**src/rtl/vga_timing.sv**
```systemverilog
// Raster timing generator: registered pixel coordinates, sync pulses, display
// enable and line/frame ticks. All outputs are derived from the same next-state coordinates.
module vga_timing #(
  parameter int unsigned hVisible = 800,
  parameter int unsigned hFront   = 56,
  parameter int unsigned hSync    = 120,
  parameter int unsigned hBack    = 64,
  parameter int unsigned vVisible = 600,
  parameter int unsigned vFront   = 37,
  parameter int unsigned vSync    = 6,
  parameter int unsigned vBack    = 23,
  parameter bit          hSyncPol = 1'b1,
  parameter bit          vSyncPol = 1'b1
) (
  input  logic        PixelClock,
  input  logic        ResetN,
  output logic [11:0] xPos,
  output logic [11:0] yPos,
  output logic        hSyncOut,
  output logic        vSyncOut,
  output logic        displayEnable,
  output logic        lineTick,
  output logic        frameTick
);

  localparam int unsigned HTotal = hVisible + hFront + hSync + hBack;
  localparam int unsigned VTotal = vVisible + vFront + vSync + vBack;

  localparam logic [11:0] XMax     = 12'(HTotal - 1);
  localparam logic [11:0] YMax     = 12'(VTotal - 1);
  localparam logic [11:0] HVis     = 12'(hVisible);
  localparam logic [11:0] VVis     = 12'(vVisible);
  localparam logic [11:0] VLast    = 12'(vVisible - 1);
  localparam logic [11:0] HsStart  = 12'(hVisible + hFront);
  localparam logic [11:0] HsEnd    = 12'(hVisible + hFront + hSync);
  localparam logic [11:0] VsStart  = 12'(vVisible + vFront);
  localparam logic [11:0] VsEnd    = 12'(vVisible + vFront + vSync);

  logic [11:0] x_q, x_d;
  logic [11:0] y_q, y_d;
  logic        hs_q, hs_d;
  logic        vs_q, vs_d;
  logic        de_q, de_d;
  logic        lt_q, lt_d;
  logic        ft_q, ft_d;

  // Qualifiers are computed from the next coordinates so they register in
  // lockstep with xPos/yPos and never skew against them.
  always_comb begin
    x_d = x_q + 12'd1;
    y_d = y_q;
    if (x_q >= XMax) begin
      x_d = 12'd0;
      y_d = (y_q >= YMax) ? 12'd0 : y_q + 12'd1;
    end
    de_d = (x_d < HVis) && (y_d < VVis);
    hs_d = ((x_d >= HsStart) && (x_d < HsEnd)) ? hSyncPol : ~hSyncPol;
    vs_d = ((y_d >= VsStart) && (y_d < VsEnd)) ? vSyncPol : ~vSyncPol;
    lt_d = (x_d == HVis);
    ft_d = (x_d == HVis) && (y_d == VLast);
  end

  always_ff @(posedge PixelClock or negedge ResetN) begin
    if (!ResetN) begin
      x_q  <= 12'd0;
      y_q  <= 12'd0;
      hs_q <= ~hSyncPol;
      vs_q <= ~vSyncPol;
      de_q <= 1'b0;
      lt_q <= 1'b0;
      ft_q <= 1'b0;
    end else begin
      x_q  <= x_d;
      y_q  <= y_d;
      hs_q <= hs_d;
      vs_q <= vs_d;
      de_q <= de_d;
      lt_q <= lt_d;
      ft_q <= ft_d;
    end
  end

  assign xPos          = x_q;
  assign yPos          = y_q;
  assign hSyncOut      = hs_q;
  assign vSyncOut      = vs_q;
  assign displayEnable = de_q;
  assign lineTick      = lt_q;
  assign frameTick     = ft_q;

endmodule

```
**config.mk**
```make
export PLATFORM = sky130hd
export DESIGN_NAME = vga_timing
export DESIGN_NICKNAME = d
export VERILOG_FILES = /design/src/rtl/vga_timing.sv
export SDC_FILE = /design/constraint.sdc
export NUM_CORES = 1
export LEC_CHECK = 0
export CORE_MARGIN = 5
export CORE_UTILIZATION = 28
export CTS_CLUSTER_DIAMETER = 60
export DETAILED_ROUTE_END_ITERATION = 8
export PLACE_DENSITY = 0.61
export SYNTH_ARGS = -nofsm -noshare
export SYNTH_HDL_FRONTEND = slang
export SYNTH_SLANG_ARGS = --single-unit
```
**constraint.sdc**
```tcl
create_clock -name PixelClock -period 2.44 [get_ports PixelClock]
set_clock_uncertainty 0.1 [all_clocks]
set_input_delay 0.244 -clock PixelClock [delete_from_list [all_inputs] [get_ports PixelClock]]
set_output_delay 0.244 -clock PixelClock [all_outputs]
set_load 0.005 [all_outputs]
```
==> flow_summary.rst <==
.. list-table::
   :header-rows: 1

   * - Metric
     - Value
   * - Fin cells
     - 343
   * - Net count reported at finish
     - 271
   * - Clk pin slew, worst setup/hold paths
     - 70 ps
   * - Global-route wire length before repair
     - 8670 um
   * - Category of the critical setup timing path
     - reg2reg
   * - Buffers and inverters on the worst path
     - 0
   * - Cell Area, Placed
     - 2470 um2
   * - Number of register bits inferred by synthesis
     - 29
   * - Status
     - complete, no violations
   * - Fin. Hold Viols
     - 0
   * - Class of the tightest hold or removal check
     - in2async
   * - Delay-heaviest family, CP
     - simple AND/OR/NAND/NOR gates
   * - Buffers from clock root to sink, at most
     - 2
   * - Sort of element at the start of the critical path
     - flip-flop
   * - Worst-case setup slack after placement
     - 1.92 ps
   * - Mean number of vias per cell
     - 5.30
   * - PortBufs
     - 30
   * - Number of endpoints failing setup at the final stage
     - 0
   * - Netlist area before placement
     - 1830 um2
   * - Warning count from the yosys run
     - 0
   * - TritonCTS Buffers
     - 5
   * - Remaining antenna violation count after routing
     - 0
   * - Number of enable-type register cells in the synthesized netlist
     - 0
   * - Floorplan core area
     - 6350 um2
   * - DRT Wirelength
     - 5320 um
   * - Number of antenna diodes
     - 0
   * - Gate count of the mapped netlist
     - 193
   * - Register share of total power
     - 0.344
   * - Power Internal
     - 1.14 mW
   * - Slowest cell on the critical path
     - sky130_fd_sc_hd__or4_1
   * - Leakage power
     - 1.14 nW
   * - Proportion of power drawn by the clock network
     - 0.312
   * - Number of distinct library cells after synthesis
     - 65
   * - Data arrival time at the worst-slack endpoint
     - 2460 ps
   * - Via count
     - 1819
   * - Placed insts
     - 332
   * - Setup ws final
     - 84.5 ps
   * - Post-route DRC violation count
     - 0
   * - Initial antenna violation count
     - 0
   * - Global route total overflow
     - 0
   * - CTS H-tree depth
     - 2
   * - Proportion of layout cells with a drive suffix above 1
     - 0.289
   * - Overall global routing resource usage
     - 0.129
   * - Multi-input gate area
     - 1060 um2
   * - Cell-by-cell listing of the critical path
     - ha_1, nor3b_2, o311ai_4, o31ai_1, a22oi_2, or4_1, a21boi_1
   * - Number of placement rows
     - 29
   * - Total area of sequential cells
     - 727 um2
   * - Commonest register cell after synthesis
     - sky130_fd_sc_hd__dfrtp_1
   * - Proportion of synthesized flip-flops having asynchronous set or reset
     - 1.00
   * - Area added between synthesis and finish
     - 46.5%
   * - Post-layout utilization of the core
     - 0.422
   * - Die outline width
     - 90.8 um
   * - Critical Path End Type
     - flip-flop
   * - MaxCap Viol Count
     - 0
   * - Finished Cell Area
     - 2680 um2
   * - Initial standard-cell utilization of the core
     - 0.288
   * - Worst path max stage delay
     - 520 ps
   * - Switching fraction of total power
     - 0.315
   * - Net switching power
     - 0.525 mW
   * - Routed wirelength normalized by instance count
     - 15.5 um
   * - Boundary pin count
     - 31
   * - Root buffer cell
     - sky130_fd_sc_hd__clkbuf_8
   * - Largest net degree at the start of global routing
     - 30
   * - Part of the Yosys area used for sequential elements
     - 0.397
   * - Final weighted congestion in routability-driven placement
     - 0.891
   * - Post-Synthesis Net Count
     - 199
   * - TritonCTS Sinks
     - 29
   * - Peak ir drop on the vdd network
     - 0.000359 V
   * - Detailed Routing Iterations Pass 1
     - 4
   * - Vias in the first global route
     - 1709
   * - Final-report max-slew violation count
     - 0
   * - Die height
     - 90.8 um
   * - Minimum period implied by the final worst setup slack
     - 2360 ps
   * - DPL Wire Length
     - 4130 um
   * - Worst endpoint required time
     - 2550 ps
   * - Latest clock arrival within the worst-skew pair
     - 280 ps
   * - Power per cell area
     - 622 nW/um2
   * - Post-CTS Hold Buffers
     - 0
   * - Post-Synthesis Mean Instance Area
     - 9.47 um2
   * - Number of design-rule violations left by the first detailed-router iteration
     - 101
   * - Setup repair after global routing missed its margin
     - yes
   * - Die footprint
     - 8240 um2
   * - Fraction of the cycle the final worst path needs
     - 0.965
   * - Fraction of power consumed by combinational cells
     - 0.344
   * - Clock tree from TritonCTS
     - built
   * - Highest clock frequency the design can meet
     - 425 MHz
   * - FILL cells
     - 600
   * - Top fanout value on the critical path
     - 7
-- layer usage --
layer	wire, um	up-vias	part of all wire	GRT usage
met4	80	0	0.015	0.0391
met2	2460	44	0.46	0.197
met3	248	7	0.047	0.0283
met5	0	-	0	0
li1	-	871	-	-
met1	2540	897	0.48	0.181
-- timing repair --
item / in CTS / in global routing
pin swaps: 0 / 14
endpoints found under the setup margin: 2 / 3
buffers inserted: 0 / 4
hold endpoints to repair: 0 / 0
gates resized for setup: 1 / 12
-- path summary, 6_finish.rpt --
kind	to	start	slack (ps)	depth (start not counted)
worst max-delay path	vSyncOut	yPos[0]	80	7
max in group asynchronous	xPos[7]	ResetN	1700	2
worst min register to register	yPos[11]	yPos[11]	470	1
worst min-delay path	xPos[0]	ResetN	240	2
min in group PixelClock	yPos[11]	yPos[11]	470	1
worst max register to register	vSyncOut	yPos[0]	80	7
-- cells by family after synthesis --
family,share of synthesized area
AND/OR/NAND/NOR,0.258
buffers and inverters,0.0500
multiplexers,0.00616
AO/OA/AOI/OAI,0.231
other,0.00205
adder cells (fa/ha/maj),0.0274
XOR/XNOR,0.0287
flip-flops,0.397
-- cells in the final DEF (no fill, tap or decap), types with 3 or more instances in the layout --
cell	instances
sky130_fd_sc_hd__dfrtp_1	28
sky130_fd_sc_hd__o31ai_1	3
sky130_fd_sc_hd__o211ai_1	3
sky130_fd_sc_hd__a21oi_2	3
sky130_fd_sc_hd__ha_1	3
sky130_fd_sc_hd__inv_1	10
sky130_fd_sc_hd__or3_1	5
sky130_fd_sc_hd__nand4_1	5
sky130_fd_sc_hd__o21ai_0	9
sky130_fd_sc_hd__nand3_1	11
sky130_fd_sc_hd__a21o_1	3
sky130_fd_sc_hd__xnor2_1	5
sky130_fd_sc_hd__a21oi_1	7
sky130_fd_sc_hd__nand2_1	6
sky130_fd_sc_hd__nor2_1	17
sky130_fd_sc_hd__clkbuf_8	6
sky130_fd_sc_hd__and2_1	3
sky130_fd_sc_hd__and3_1	3
sky130_fd_sc_hd__nor3_1	6
sky130_fd_sc_hd__clkdlybuf4s50_1	30
sky130_fd_sc_hd__buf_4	41
-- metrics by stage --
stage	total power [mW]	setup TNS (ps)	hold WS (ps)
global route	1.75	-31.3	281
floorplan	0.822	0	-152
detailed placement	1.11	0	458
global placement	1.11	0	420
finish	1.67	0	243
CTS	1.63	-33.3	254
-- cell type report --
type,count,share of cell area
Inverter,11,0.0154
Multi-Input combinational cell,145,0.397
Sequential cell,29,0.271
Timing Repair Buffer,73,0.236
Tap cell,77,0.0360
Clock buffer,6,0.0308
Clock inverter,2,0.0140
-- worst reg2reg max path, delay by kind of cell (launching register included) --
family,cells,cell delay (ps)
AND/OR/NAND/NOR,2,780
AO/OA/AOI/OAI,4,760
adder cells (fa/ha/maj),1,230
flip-flops,1,410
-- registers in the layout (all words and copies together) (netlist names) --
| name | cells |
|---|---|
| yPos | 12 |
| hSyncOut | 1 |
| displayEnable | 1 |
| xPos | 12 |
| frameTick | 1 |
| lineTick | 1 |
| vSyncOut | 1 |
-- power groups by stage --
stage	logic (mW)	registers (mW)	clock network (mW)
2_1_floorplan	0.244	0.578	0
3_3_place_gp	0.526	0.581	0
3_5_place_dp	0.527	0.579	0
4_1_cts	0.529	0.571	0.526
5_1_grt	0.620	0.580	0.548
6_report	0.573	0.573	0.520
-- cell usage after synthesis, types with 2 or more instances --
library cell / n / area [um2]
sky130_fd_sc_hd__dfrtp_1: 29 / 726
sky130_fd_sc_hd__nor2_1: 17 / 63.8
sky130_fd_sc_hd__nand3_1: 11 / 55.1
sky130_fd_sc_hd__inv_1: 10 / 37.5
sky130_fd_sc_hd__o21ai_0: 9 / 45.0
sky130_fd_sc_hd__a21oi_1: 8 / 40.0
sky130_fd_sc_hd__nand2_1: 6 / 22.5
sky130_fd_sc_hd__nor3_1: 6 / 30.0
sky130_fd_sc_hd__nand4_1: 5 / 31.3
sky130_fd_sc_hd__or3_1: 5 / 31.3
sky130_fd_sc_hd__xnor2_1: 5 / 43.8
sky130_fd_sc_hd__buf_2: 4 / 20.0
sky130_fd_sc_hd__ha_1: 4 / 50.1
sky130_fd_sc_hd__a21o_1: 3 / 22.5
sky130_fd_sc_hd__a21oi_2: 3 / 26.3
sky130_fd_sc_hd__and2_1: 3 / 18.8
sky130_fd_sc_hd__and3_1: 3 / 18.8
sky130_fd_sc_hd__o211ai_1: 3 / 22.5
sky130_fd_sc_hd__o21ai_1: 3 / 15.0
sky130_fd_sc_hd__o31ai_1: 3 / 22.5
sky130_fd_sc_hd__a211oi_1: 2 / 15.0
sky130_fd_sc_hd__a22oi_1: 2 / 15.0
sky130_fd_sc_hd__and4_1: 2 / 17.5
sky130_fd_sc_hd__buf_6: 2 / 22.5
sky130_fd_sc_hd__nor4_1: 2 / 12.5
sky130_fd_sc_hd__o32ai_1: 2 / 17.5
sky130_fd_sc_hd__or3_2: 2 / 15.0
sky130_fd_sc_hd__or4_1: 2 / 15.0
(Power assumes the default switching activity.)
